File: config.mk
export PLATFORM = sky130hd
export DESIGN_NAME = if_stage
export DESIGN_NICKNAME = d
export VERILOG_FILES = /design/src/rtl/if_stage_pkg.sv /design/src/rtl/if_id_reg.sv /design/src/rtl/if_stage.sv
export SDC_FILE = /design/constraint.sdc
export NUM_CORES = 1
export LEC_CHECK = 0
export BUFFER_PORTS_ARGS = -buffer_cell sky130_fd_sc_hd__buf_2
export CELL_PAD_IN_SITES_DETAIL_PLACEMENT = 1
export CELL_PAD_IN_SITES_GLOBAL_PLACEMENT = 2
export CORE_UTILIZATION = 29
export CTS_BUF_LIST = sky130_fd_sc_hd__clkbuf_8
export DETAILED_ROUTE_END_ITERATION = 7
export PLACE_DENSITY_LB_ADDON = 0.12
export SYNTH_ARGS = -nofsm -noshare
export SYNTH_HDL_FRONTEND = slang
export SYNTH_SLANG_ARGS = --single-unit
File: constraint.sdc
create_clock -name clk -period 4.85 [get_ports clk]
set_input_delay 0.7275 -clock clk [delete_from_list [all_inputs] [get_ports clk]]
set_output_delay 0.7275 -clock clk [all_outputs]
set_load 0.03 [all_outputs]
File: src/rtl/if_stage_pkg.sv
`default_nettype none
// +------------------------------------------------------------------------+
// | Module   : if_stage_pkg                                                |
// | Purpose  : Shared widths, default reset/bubble values, next-PC select  |
// |            encoding and word-alignment helper for the fetch stage.     |
// | Revision : 1.0  initial release                                        |
// +------------------------------------------------------------------------+
package if_stage_pkg;

  localparam int          c_ADDR_W        = 32;
  localparam int          c_INSTR_W       = 32;
  localparam logic [31:0] c_RESET_PC_DEF  = 32'h0000_0000;
  localparam logic [31:0] c_NOP_INSTR_DEF = 32'h0000_0000;  // sll $0,$0,0

  // Source of the next PC value.
  typedef enum logic [1:0] {
    SEL_HOLD   = 2'd0,
    SEL_PC4    = 2'd1,
    SEL_TARGET = 2'd2
  } pc_sel_e;

  // Instruction addresses are word aligned; drop any low-order garbage.
  function automatic logic [c_ADDR_W-1:0] word_align(input logic [c_ADDR_W-1:0] a);
    return {a[c_ADDR_W-1:2], 2'b00};
  endfunction

endpackage
`default_nettype wire

File: src/rtl/if_id_reg.sv
`default_nettype none
// +------------------------------------------------------------------------+
// | Module   : if_id_reg                                                   |
// | Purpose  : Stage register (instruction, PC+4, valid) with stall, flush |
// |            and bubble controls. Priority: rst > stall > flush|bubble.  |
// | Ports    : clk, rst        - clock, sync active-high reset             |
// |            i_stall         - hold all fields                           |
// |            i_flush         - squash to bubble (redirect)               |
// |            i_bubble        - insert bubble (no valid fetch)            |
// |            i_instr/i_pcplus4 - incoming fields                         |
// |            o_instr/o_pcplus4/o_valid - registered fields               |
// | Revision : 1.0  initial release                                        |
// +------------------------------------------------------------------------+
module if_id_reg #(
  parameter int          INSTR_W   = 32,
  parameter int          ADDR_W    = 32,
  parameter logic [31:0] NOP_INSTR = 32'h0000_0000
) (
  input  logic               clk,
  input  logic               rst,
  input  logic               i_stall,
  input  logic               i_flush,
  input  logic               i_bubble,
  input  logic [INSTR_W-1:0] i_instr,
  input  logic [ADDR_W-1:0]  i_pcplus4,
  output logic [INSTR_W-1:0] o_instr,
  output logic [ADDR_W-1:0]  o_pcplus4,
  output logic               o_valid
);

  logic [INSTR_W-1:0] r_instr;
  logic [ADDR_W-1:0]  r_pcplus4;
  logic               r_valid;

  always_ff @(posedge clk) begin
    if (rst || (!i_stall && (i_flush || i_bubble))) begin
      r_instr   <= NOP_INSTR[INSTR_W-1:0];
      r_pcplus4 <= '0;
      r_valid   <= 1'b0;
    end else if (!i_stall) begin
      r_instr   <= i_instr;
      r_pcplus4 <= i_pcplus4;
      r_valid   <= 1'b1;
    end
  end

  assign o_instr   = r_instr;
  assign o_pcplus4 = r_pcplus4;
  assign o_valid   = r_valid;

endmodule
`default_nettype wire

File: src/rtl/if_stage.sv
`default_nettype none
// +------------------------------------------------------------------------+
// | Module   : if_stage                                                    |
// | Purpose  : MIPS instruction-fetch stage: PC register, PC+4, next-PC    |
// |            select (jump > branch > PC+4) and the IF/ID register.       |
// | Ports    : clk, rst            - clock, sync active-high reset         |
// |            StallF, StallD      - hazard holds for PC and IF/ID         |
// |            PCSrcD, PCBranchD   - taken branch and its target           |
// |            JumpD, JumpTarget   - J/JAL/JR and its target               |
// |            ImemAddr            - instruction address (= PCF)           |
// |            ImemRdata, ImemReady - instruction word / valid this cycle  |
// |            InstructionD, PCPlus4D, ValidD - IF/ID outputs              |
// | Revision : 1.0  initial release                                        |
// +------------------------------------------------------------------------+
module if_stage
  import if_stage_pkg::*;
#(
  parameter logic [31:0] RESET_PC  = c_RESET_PC_DEF,
  parameter logic [31:0] NOP_INSTR = c_NOP_INSTR_DEF
) (
  input  logic                 clk,
  input  logic                 rst,
  input  logic                 StallF,
  input  logic                 StallD,
  input  logic                 PCSrcD,
  input  logic [c_ADDR_W-1:0]  PCBranchD,
  input  logic                 JumpD,
  input  logic [c_ADDR_W-1:0]  JumpTarget,
  output logic [c_ADDR_W-1:0]  ImemAddr,
  input  logic [c_INSTR_W-1:0] ImemRdata,
  input  logic                 ImemReady,
  output logic [c_INSTR_W-1:0] InstructionD,
  output logic [c_ADDR_W-1:0]  PCPlus4D,
  output logic                 ValidD
);

  logic [c_ADDR_W-1:0] r_pcf;
  logic [c_ADDR_W-1:0] w_pcplus4f;
  logic [c_ADDR_W-1:0] w_target;
  logic [c_ADDR_W-1:0] w_pc_next;
  logic                w_redirect;
  pc_sel_e             w_sel;

  // Natural 32-bit wrap: FFFF_FFFC + 4 = 0.
  assign w_pcplus4f = r_pcf + 32'd4;
  assign w_redirect = JumpD | PCSrcD;
  assign w_target   = word_align(JumpD ? JumpTarget : PCBranchD);

  // A redirect wins over an outstanding wait state: the pending fetch is
  // simply abandoned. During StallF the redirect is dropped because ID is
  // also held and will present it again.
  always_comb begin
    w_sel = SEL_HOLD;
    if (StallF)          w_sel = SEL_HOLD;
    else if (w_redirect) w_sel = SEL_TARGET;
    else if (ImemReady)  w_sel = SEL_PC4;
  end

  always_comb begin
    w_pc_next = r_pcf;
    case (w_sel)
      SEL_PC4:    w_pc_next = w_pcplus4f;
      SEL_TARGET: w_pc_next = w_target;
      default:    w_pc_next = r_pcf;
    endcase
  end

  always_ff @(posedge clk) begin
    if (rst) r_pcf <= RESET_PC;
    else     r_pcf <= w_pc_next;
  end

  assign ImemAddr = r_pcf;

  if_id_reg #(
    .INSTR_W   (c_INSTR_W),
    .ADDR_W    (c_ADDR_W),
    .NOP_INSTR (NOP_INSTR)
  ) u_if_id (
    .clk       (clk),
    .rst       (rst),
    .i_stall   (StallD),
    .i_flush   (w_redirect & ~StallF),
    .i_bubble  (~ImemReady | StallF),
    .i_instr   (ImemRdata),
    .i_pcplus4 (w_pcplus4f),
    .o_instr   (InstructionD),
    .o_pcplus4 (PCPlus4D),
    .o_valid   (ValidD)
  );

endmodule
`default_nettype wire

==> results of run 1 <==
## power by group through the flow
stage / Combinational, W / Clock (W) / Sequential (W)
floorplan: 0.000169 / 0 / 0.000912
global placement: 0.000341 / 0 / 0.000857
detailed placement: 0.000350 / 0 / 0.000859
CTS: 0.000351 / 0.000552 / 0.000841
global route: 0.000377 / 0.000576 / 0.000848
finish: 0.000345 / 0.000530 / 0.000841
## registers in the layout (all words and copies together) (netlist names)
name               flops
u_if_id.o_pcplus4     30
u_if_id.o_instr       32
ImemAddr              30
u_if_id.o_valid        1
## per-layer routing
layer | vias to the layer above | wire [um] | global-route usage [%]
met4 | 0 | 326 | 8.071
met1 | 2288 | 7151 | 23.68
met3 | 18 | 633 | 3.034
met5 | - | 0 | 0
met2 | 110 | 8561 | 35.45
li1 | 2352 | - | -
## worst max-delay path, stage by stage
cell and delay [ps]:
buf_2 380, nor4b_1 710, inv_1 100, ha_1 580, nor2b_1 770, a22oi_1 200
o21ai_0 150, nor2_1 60, a311oi_1 230
## final cells by class
cell class	instances	share of cell area (%)
Multi-Input combinational cell	421	44.18
Clock buffer	10	2.290
Clock inverter	6	0.8953
Tap cell	216	4.497
Sequential cell	93	30.98
Timing Repair Buffer	197	16.66
Inverter	8	0.4997
## kinds of logic (layout without fill, tap and decap cells)
group	count (synthesis)	after routing	synth area share (%)
AOI/OAI and AO/OA	129	129	16.46
xor gates and xnor gates	25	25	4.609
adders and majority gates	2	2	0.5266
buffers and inverters	59	221	5.214
DFF	93	93	39.19
muxes	65	65	14.20
other	1	4	0.07893
and+or+nand+nor	196	196	19.73
## through the flow
step	hold slack, ps	setup WS, ps	utilization, %	area [um2]	total power [W]
2_1_floorplan	592.5	1587	-	4762	0.001081
3_3_place_gp	435.0	934.2	36.49	5818	0.001198
3_5_place_dp	463.4	850.7	36.49	5818	0.001209
4_1_cts	482.1	1253	37.69	6010	0.001745
5_1_grt	501.7	1012	37.69	6010	0.001801
6_report	472.0	1220	37.69	6010	0.001715
## synth_stat cells, drive strengths merged (4+ instances only)
library cell	instances	share of area [%]
clkbuf	39	3.1
xor2	11	2.0
nor4	7	0.92
mux2i	46	9.7
nor3	9	0.95
nor2	89	7.0
o22ai	4	0.53
mux2	19	4.5
dfxtp	93	39
nor3b	4	0.63
a211oi	7	1.1
nor2b	4	0.53
a31oi	12	1.6
a22oi	8	1.3
nand2	30	2.4
nand3	19	2.1
or3	4	0.53
a21oi	42	4.4
buf	12	1.5
o2bb2ai	4	0.74
xnor2	14	2.6
or2	4	0.53
o21ai	34	3.6
inv	8	0.63
nand4	15	2.3
## worst paths after layout
| path | endpoint | from | slack (ps) | cells past startpoint |
|---|---|---|---|---|
| hold / removal | u_if_id.o_valid$_SDFFE_PP0N_ | u_if_id.o_valid$_SDFFE_PP0N_ | 470 | 1 |
| setup / recovery | ImemAddr[31]$_SDFFE_PP0P_ | JumpD | 1220 | 9 |
| hold reg to reg | u_if_id.o_valid$_SDFFE_PP0N_ | u_if_id.o_valid$_SDFFE_PP0N_ | 470 | 1 |
| setup reg to reg | ImemAddr[20]$_SDFFE_PP0P_ | ImemAddr[2]$_SDFFE_PP0P_ | 2060 | 6 |
==> results.json, run 1 <==
{
  "die_x_um": 130.0,
  "fillers": 2011,
  "vias": 4768,
  "port_buffers": 191,
  "synth-async-reset-ratio_pct": 0,
  "worstPathRequired_ps": 5140,
  "tns_ps": 0,
  "gp_congestion": 0.7799,
  "yosysUniqueCellTypes": 51,
  "cts_inserted_buffers": 9,
  "internal-power_w": 0.001135,
  "clock.fmax_mhz": 275.4,
  "grt_pass1_wl_mm": 25.31,
  "postCtsSetupRepairBufs": 0,
  "post_cts_resized": 0,
  "area_growth_pct": 26.49,
  "synth_top_flop_cell": "dfxtp_1",
  "pwr-share-comb_pct": 20.1,
  "cts_hold_repair.buffers": 0,
  "seq_power_share_pct": 49.0,
  "power_switching_w": 0.0005805,
  "place_inst": 935,
  "routed_wl_mm": 16.67,
  "swShare_pct": 33.84,
  "dpl.hpwl_mm": 12.22,
  "clk_latency_ps": 380,
  "ys_warn_count": 0,
  "vdd_ir_drop_max_mv": 0.1234,
  "relSlewSlack_pct": 38.95,
  "mostFrequentLayoutCell": "buf_2",
  "fin_skew_ps": 7.461,
  "ys_seq_area_share_pct": 39.19,
  "vias_per_cell": 5.014,
  "ios": 200,
  "path_clk_slew_ps": 100,
  "clockRootBuffer": "clkbuf_8",
  "hold_class": "flip-flop to flip-flop",
  "crit_type": "input port to flip-flop",
  "antenna_found_initial": 0,
  "synth_area_per_cell_um2": 8.335,
  "grt_overflow": 0,
  "maxSlewViolCount": 0,
  "critPathCaptureType": "flip-flop",
  "worstPathArrival_ps": 3920,
  "drive_above_1_share_pct": 32.93,
  "synthCells": 570,
  "dr.pass1.iters": 4,
  "cts_num_sinks": 93,
  "finalCritPeriodShare_pct": 74.86,
  "start_kind": "input port",
  "drtAntennaViolNets": 0,
  "timing.critical_path.fanout_max": 34,
  "synth_area_um2": 4751,
  "clockPowerShare_pct": 30.9,
  "drt_iter0_drc": 145,
  "synth_edf_count": 0,
  "die_h_um": 130.0,
  "ys_ff_latch": 93,
  "drc": 0,
  "powerDensity_nw_per_um2": 285.4,
  "hold_viol_final": 0,
  "outcome": "complete, no violations",
  "cts_tree": "built",
  "wl_per_cell_um": 17.53,
  "rows": 46,
  "core-area_um2": 15940,
  "htreeDepth": 3,
  "ff_latch_area_um2": 1862,
  "diodes": 0,
  "fin_cells": 951,
  "leakage_nw": 2.622,
  "most-common-layout-cells": "buf_2, dfxtp_1, nor2_1",
  "die_area_um2": 16900,
  "initial_core_util_pct": 29.80,
  "rsz0062_at_grt": "false",
  "worst_pin_slew_ps": 907.4,
  "grt_pass1_vias": 4808,
  "grtUsageTotal_pct": 19.83,
  "multi_input_area_um2": 2655,
  "maxCapViolations": 0,
  "clockBufferDepth": 2,
  "fin_nets": 835,
  "grt_max_degree": 47,
  "setup_violations": 0,
  "min_period_ps": 3630
}
Power figures use the tool's default switching activity.
==> run 2, diff against run 1 <==
--- a/config.mk
+++ b/config.mk
@@ -5,10 +5,11 @@
 export SDC_FILE = /design/constraint.sdc
 export NUM_CORES = 1
 export LEC_CHECK = 0
+export ABC_AREA = 1
 export BUFFER_PORTS_ARGS = -buffer_cell sky130_fd_sc_hd__buf_2
 export CELL_PAD_IN_SITES_DETAIL_PLACEMENT = 1
 export CELL_PAD_IN_SITES_GLOBAL_PLACEMENT = 2
-export CORE_UTILIZATION = 29
+export CORE_UTILIZATION = 25
 export CTS_BUF_LIST = sky130_fd_sc_hd__clkbuf_8
 export DETAILED_ROUTE_END_ITERATION = 7
 export PLACE_DENSITY_LB_ADDON = 0.12
==> constraint.sdc (replaced) <==
create_clock -name clk -period 3.7 [get_ports clk]
set_input_delay 0.555 -clock clk [delete_from_list [all_inputs] [get_ports clk]]
set_output_delay 0.555 -clock clk [all_outputs]
set_load 0.03 [all_outputs]
==> run 2 against run 1 <==
Sequential share of layout area is 0.33 points lower. Worst setup slack better by 510 ps. Hold slack worse by 71 ps. Sequential power is 33% higher. Synthesized cell count is 26% higher. Global-route usage is 1.2 points lower. Combinational power is 45% higher. Clock skew is 13 ps higher. Area after synthesis hardly changed. Register-to-register slack worse by 300 ps. Clock power is 36% higher. Largest cell class unchanged.
==> results.json, run 2 <==
{
  "synthCells": 718,
  "grtUsageTotal_pct": 18.60,
  "drive_above_1_share_pct": 27.19,
  "worst_pin_slew_ps": 869.4,
  "gp_congestion": 0.8059,
  "clock.fmax_mhz": 507.1,
  "yosysUniqueCellTypes": 34,
  "routed_wl_mm": 17.65,
  "setup_violations": 0,
  "cts_tree": "built",
  "port_buffers": 191,
  "fin_nets": 991,
  "synth_area_per_cell_um2": 6.615,
  "fin_cells": 1125,
  "wl_per_cell_um": 15.69,
  "relSlewSlack_pct": 41.98,
  "drt_iter0_drc": 194,
  "r2r_slack_ps": 1760,
  "finalCritPeriodShare_pct": 53.29,
  "rsz0062_at_grt": "false",
  "ys_ff_latch": 93,
  "dpl.hpwl_mm": 13.24,
  "grt_overflow": 0,
  "most-common-layout-cells": "nand2_1, buf_2, dfxtp_1",
  "internal-power_w": 0.001531,
  "synth_most_common_cell": "nand2_1",
  "reg2regPathDepth": 8,
  "initial_core_util_pct": 25.48,
  "htreeDepth": 3,
  "postCtsSetupRepairBufs": 0,
  "ys_seq_area_share_pct": 39.20,
  "drc": 0,
  "netlist.area_leader.share_pct": 39.20,
  "placed_area_um2": 5876,
  "cp-startpoint": "JumpD",
  "ios": 200,
  "rr_startpoint": "ImemAddr[2]$_SDFFE_PP0P_",
  "start_kind": "input port",
  "cts_num_sinks": 93,
  "cts_inserted_buffers": 9,
  "grt_pass1_vias": 5295,
  "crit_type": "input port to flip-flop",
  "hold_class": "input port to flip-flop",
  "worstPathArrival_ps": 2300,
  "place_inst": 1109,
  "largest_register_ffs": 32,
  "power_switching_w": 0.0008133,
  "cts_hold_repair.buffers": 0,
  "tns_ps": 0,
  "final_cell_area_um2": 6073,
  "synth_edf_count": 0,
  "seq_power_share_pct": 47.8,
  "core-area_um2": 18640,
  "clockPowerShare_pct": 30.9,
  "fin_skew_ps": 20.26,
  "vdd_ir_drop_max_mv": 0.1341,
  "min_period_ps": 1972,
  "yosysTopAreaCell": "dfxtp_1",
  "dr.pass1.iters": 4,
  "hold_depth": 3,
  "mostFrequentLayoutCell": "nand2_1",
  "drtAntennaViolNets": 0,
  "grt_pass1_wl_mm": 28.32,
  "die_h_um": 139.8,
  "synth_top_flop_cell": "dfxtp_1",
  "vias_per_cell": 4.631,
  "die_area_um2": 19550,
  "maxCapViolations": 0,
  "leakage_nw": 2.997,
  "outcome": "complete, no violations",
  "antenna_found_initial": 2,
  "clk_latency_ps": 390,
  "synth.area.top_cells": "dfxtp_1, nand2_1, a21oi_1",
  "swShare_pct": 34.69,
  "r2r-end": "u_if_id.o_pcplus4[24]$_SDFFE_PP0N_",
  "post_cts_resized": 0,
  "path_clk_slew_ps": 100,
  "pwr-share-comb_pct": 21.4,
  "hold_viol_final": 0,
  "ys_warn_count": 0,
  "maxSlewViolCount": 0,
  "die_x_um": 139.8,
  "critPathCaptureType": "flip-flop",
  "synth-async-reset-ratio_pct": 0,
  "grt_max_degree": 74,
  "vias": 5210,
  "clockBufferDepth": 2,
  "ys_top_cells_by_count": "nand2_1, dfxtp_1, a21oi_1, nor2_1",
  "rows": 50,
  "area_growth_pct": 27.87,
  "powerDensity_nw_per_um2": 386.0,
  "crit_end": "ImemAddr[26]$_SDFFE_PP0P_",
  "synth_area_um2": 4750,
  "worstPathRequired_ps": 4020,
  "timing.critical_path.fanout_max": 45,
  "clockRootBuffer": "clkbuf_8"
}
run 2: cell families after synthesis:
kind of cell | Yosys count | synth area share (%)
flip-flops | 93 | 39.20
XOR/XNOR | 15 | 3.082
buffers and inverters | 95 | 8.087
other | 1 | 0.07895
adder cells (fa/ha/maj) | 2 | 0.5268
AND/OR/NAND/NOR | 355 | 31.59
AO/OA/AOI/OAI | 157 | 17.44
run 2: worst min path at each step:
stage / slack [ps] / from / end
after floorplan: 580 / u_if_id.o_instr[5]$_SDFFE_PP0N_ / u_if_id.o_instr[5]$_SDFFE_PP0N_
after global placement: 440 / u_if_id.o_instr[5]$_SDFFE_PP0N_ / u_if_id.o_instr[5]$_SDFFE_PP0N_
after detailed placement: 450 / u_if_id.o_instr[5]$_SDFFE_PP0N_ / u_if_id.o_instr[5]$_SDFFE_PP0N_
after CTS: 380 / ImemRdata[29] / u_if_id.o_instr[29]$_SDFFE_PP0N_
after global routing: 380 / ImemRdata[16] / u_if_id.o_instr[16]$_SDFFE_PP0N_
final: 400 / ImemRdata[6] / u_if_id.o_instr[6]$_SDFFE_PP0N_
run 2: layer usage:
metal,vias to the layer above,GRT usage [%],routed length [um]
li1,2629,-,-
met1,2436,24.03,8294
met2,123,30.71,8260
met3,20,4.301,844
met4,2,5.495,238
met5,-,0,11
run 2: area by class of cell:
| type | count | area (um2) |
|---|---|---|
| diodes | 1 | 2.502 |
| clock buffers | 9 | 123.9 |
| clock inverters | 6 | 71.32 |
| fillers | 2434 | 12570 |
| inverters | 50 | 187.7 |
| multi-input cells | 533 | 2517 |
| flip-flops and latches | 93 | 1862 |
| well taps | 234 | 292.8 |
| repair buffers | 199 | 1016 |
run 2: power groups by stage:
stage / Combinational (W) / Sequential (W) / Clock, W
5_1_grt: 0.000555 / 0.00113 / 0.000798
6_report: 0.000501 / 0.00112 / 0.000723
3_3_place_gp: 0.000499 / 0.00114 / 0
4_1_cts: 0.000511 / 0.00112 / 0.000759
3_5_place_dp: 0.000509 / 0.00114 / 0
2_1_floorplan: 0.000221 / 0.00124 / 0
run 2: worst max-delay path, cell delays in order:
cell     delay [ps]
buf_2           120
inv_1           120
nand4_1         130
ha_1            250
inv_2           610
a21oi_1          80
a21oi_1         220
nand2_1          80
a21oi_1         110
run 2: stage by stage:
stage          power, W  hold WS (ps)  worst slack (ps)  util, %
6_report       0.002344         400.6              1728    32.58
3_5_place_dp   0.001654         452.8              1296    31.52
4_1_cts        0.002391         377.6              1702    32.56
3_3_place_gp   0.001641         442.9              1317    31.52
5_1_grt        0.002484         382.0              1540    32.56
2_1_floorplan  0.001457         580.1              1559        -
==> run 3, diff against run 2 <==
--- a/config.mk
+++ b/config.mk
@@ -9,7 +9,7 @@
 export BUFFER_PORTS_ARGS = -buffer_cell sky130_fd_sc_hd__buf_2
 export CELL_PAD_IN_SITES_DETAIL_PLACEMENT = 1
 export CELL_PAD_IN_SITES_GLOBAL_PLACEMENT = 2
-export CORE_UTILIZATION = 25
+export CORE_UTILIZATION = 23
 export CTS_BUF_LIST = sky130_fd_sc_hd__clkbuf_8
 export DETAILED_ROUTE_END_ITERATION = 7
 export PLACE_DENSITY_LB_ADDON = 0.12
==> constraint.sdc (replaced) <==
create_clock -name clk -period 1.7 [get_ports clk]
set_input_delay 0.255 -clock clk [delete_from_list [all_inputs] [get_ports clk]]
set_output_delay 0.255 -clock clk [all_outputs]
set_load 0.03 [all_outputs]
==> run 3 against run 2 <==
Sequential share of layout area fell by 2.4 points. Non-clock buffer count rose by 52. Die area rose by 8.6%. Via count rose by 2.5%. Wire length rose by 8.3%. Hold slack got worse by 290 ps. First-iteration DRC count fell by 18%. Total power rose by 120%. Global-route usage fell by 0.32 points. Final cell count rose by 7.9%. Combinational power rose to 2.6 times the previous value. Sequential cell count did not move. Critical path type is now flip-flop to flip-flop. Critical endpoint is now ImemAddr[14]$_SDFFE_PP0P_. Largest cell class unchanged.
==> results.json, run 3 (same netlist as run 2, synthesis figures left out) <==
{
  "final_cell_area_um2": 6639,
  "finalCritPeriodShare_pct": 94.86,
  "worstPathRequired_ps": 2010,
  "crit_buf_inv": 0,
  "mostFrequentLayoutCell": "nand2_1",
  "placed_area_um2": 6349,
  "rsz0062_at_grt": "true",
  "drtAntennaViolNets": 0,
  "power_switching_w": 0.001822,
  "internal-power_w": 0.003392,
  "tns_ps": 0,
  "vias": 5340,
  "cp_slowest_stage_delay_ps": 340,
  "cts_inserted_buffers": 9,
  "vdd_ir_drop_max_mv": 0.2787,
  "maxSlewViolCount": 0,
  "path_clk_slew_ps": 100,
  "initial_core_util_pct": 23.47,
  "clockRootBuffer": "clkbuf_8",
  "place_inst": 1195,
  "most-common-layout-cells": "nand2_1, buf_2, a21oi_1",
  "critPathCaptureType": "flip-flop",
  "cts_hold_repair.buffers": 0,
  "vias_per_cell": 4.399,
  "crit_chain": "ha_2 -> nand2_1 -> nor2_2 -> nand2_2 -> nor2_1 -> xor2_1 -> nand2_1 -> a21oi_1",
  "die_x_um": 145.7,
  "cts_tree": "built",
  "clk_latency_ps": 380,
  "pwr-share-comb_pct": 24.8,
  "gp_congestion": 0.8140,
  "fin_skew_ps": 10.59,
  "antenna_found_initial": 0,
  "die_h_um": 145.7,
  "hold_viol_final": 0,
  "fin_cells": 1214,
  "worst_pin_slew_ps": 543.7,
  "drc": 0,
  "multi_input_area_um2": 2572,
  "grtUsageTotal_pct": 18.28,
  "timing.critical_path.fanout_max": 5,
  "swShare_pct": 34.95,
  "worstPathArrival_ps": 1920,
  "seq_power_share_pct": 46.0,
  "clockBufferDepth": 2,
  "largest_register_ffs": 32,
  "htreeDepth": 3,
  "layout_setup_ws_ps": 87.42,
  "fin_nets": 1043,
  "drive_above_1_share_pct": 33.19,
  "place_worst_setup_slack_ps": 0.6974,
  "fillers": 2638,
  "drt_iter0_drc": 159,
  "setup_violations": 0,
  "relSlewSlack_pct": 63.75,
  "dr.pass1.iters": 4,
  "cts_num_sinks": 93,
  "rows": 52,
  "critPathTopFamily": "simple AND/OR/NAND/NOR gates",
  "maxCapViolations": 0,
  "outcome": "complete, no violations",
  "clock.fmax_mhz": 620.1,
  "port_buffers": 191,
  "die_area_um2": 21230,
  "crit_top_cell": "nand2_1",
  "area_growth_pct": 39.78,
  "routed_wl_mm": 19.11,
  "core-area_um2": 20230,
  "ios": 200,
  "powerDensity_nw_per_um2": 785.4,
  "ff_latch_area_um2": 1876,
  "dpl.hpwl_mm": 14.87,
  "grt_pass1_wl_mm": 30.49,
  "slowest_stage": "dfxtp_2",
  "crit_type": "flip-flop to flip-flop",
  "start_kind": "flip-flop",
  "hold_class": "input port to flip-flop",
  "wl_per_cell_um": 15.74,
  "grt_pass1_vias": 5687,
  "grt_overflow": 0,
  "min_period_ps": 1613,
  "clockPowerShare_pct": 29.2,
  "grt_max_degree": 53,
  "leakage_nw": 3.282
}
==> run 3: repair_timing <==
action,in CTS,in global routing
setup endpoints to repair,4,28
setup buffers,0,2
gates resized for setup,2,19
pin swaps,0,4
==> run 3: power groups by stage <==
stage	sequential, W	clock, W	combinational (W)
6_report	0.00240	0.00152	0.00129
5_1_grt	0.00242	0.00168	0.00142
4_1_cts	0.00240	0.00161	0.00131
3_5_place_dp	0.00245	0	0.00130
3_3_place_gp	0.00244	0	0.00127
2_1_floorplan	0.00269	0	0.000481
==> run 3: worst reg2reg max path, delay by kind of cell (launching register included) <==
kind | cells | cell delay [ps]
compound gates | 1 | 130
xor+xnor | 1 | 280
fa+ha+maj | 1 | 200
flops | 1 | 340
simple gates | 5 | 600
==> run 3: worst paths after layout <==
kind	start	end	slack, ps	cells after the start
worst max-delay path	ImemAddr[2]$_SDFFE_PP0P_	ImemAddr[14]$_SDFFE_PP0P_	90	8
worst max register to register	ImemAddr[2]$_SDFFE_PP0P_	ImemAddr[14]$_SDFFE_PP0P_	90	8
worst min register to register	u_if_id.o_pcplus4[6]$_SDFFE_PP0N_	u_if_id.o_pcplus4[6]$_SDFFE_PP0N_	470	2
worst min-delay path	ImemRdata[18]	u_if_id.o_instr[18]$_SDFFE_PP0N_	110	3
==> run 3: layer usage <==
metal | vias up | routed length [um] | track usage (%)
met2 | 125 | 9080 | 31.58
met3 | 15 | 736 | 2.884
met5 | - | 0 | 0
met1 | 2465 | 9047 | 23.26
met4 | 0 | 249 | 5.632
li1 | 2735 | - | -
==> run 3: cell type report <==
cell class              instances  share of cell area, %
multi-input cells             533                  38.75
flip-flops and latches         93                  28.25
repair buffers                251                  22.13
well taps                     270                  5.089
inverters                      50                  2.827
clock buffers                  11                  2.280
clock inverters                 5                 0.6408
diodes                          1                0.03769
==> run 3: stage by stage <==
stage / util (%) / total power [W] / hold slack [ps]
detailed placement: 31.38 / 0.003749 / 457.2
CTS: 32.40 / 0.005316 / 82.54
floorplan: - / 0.003174 / 399.6
global route: 32.80 / 0.005523 / 88.79
finish: 32.81 / 0.005214 / 105.8
global placement: 31.38 / 0.003716 / 440.8
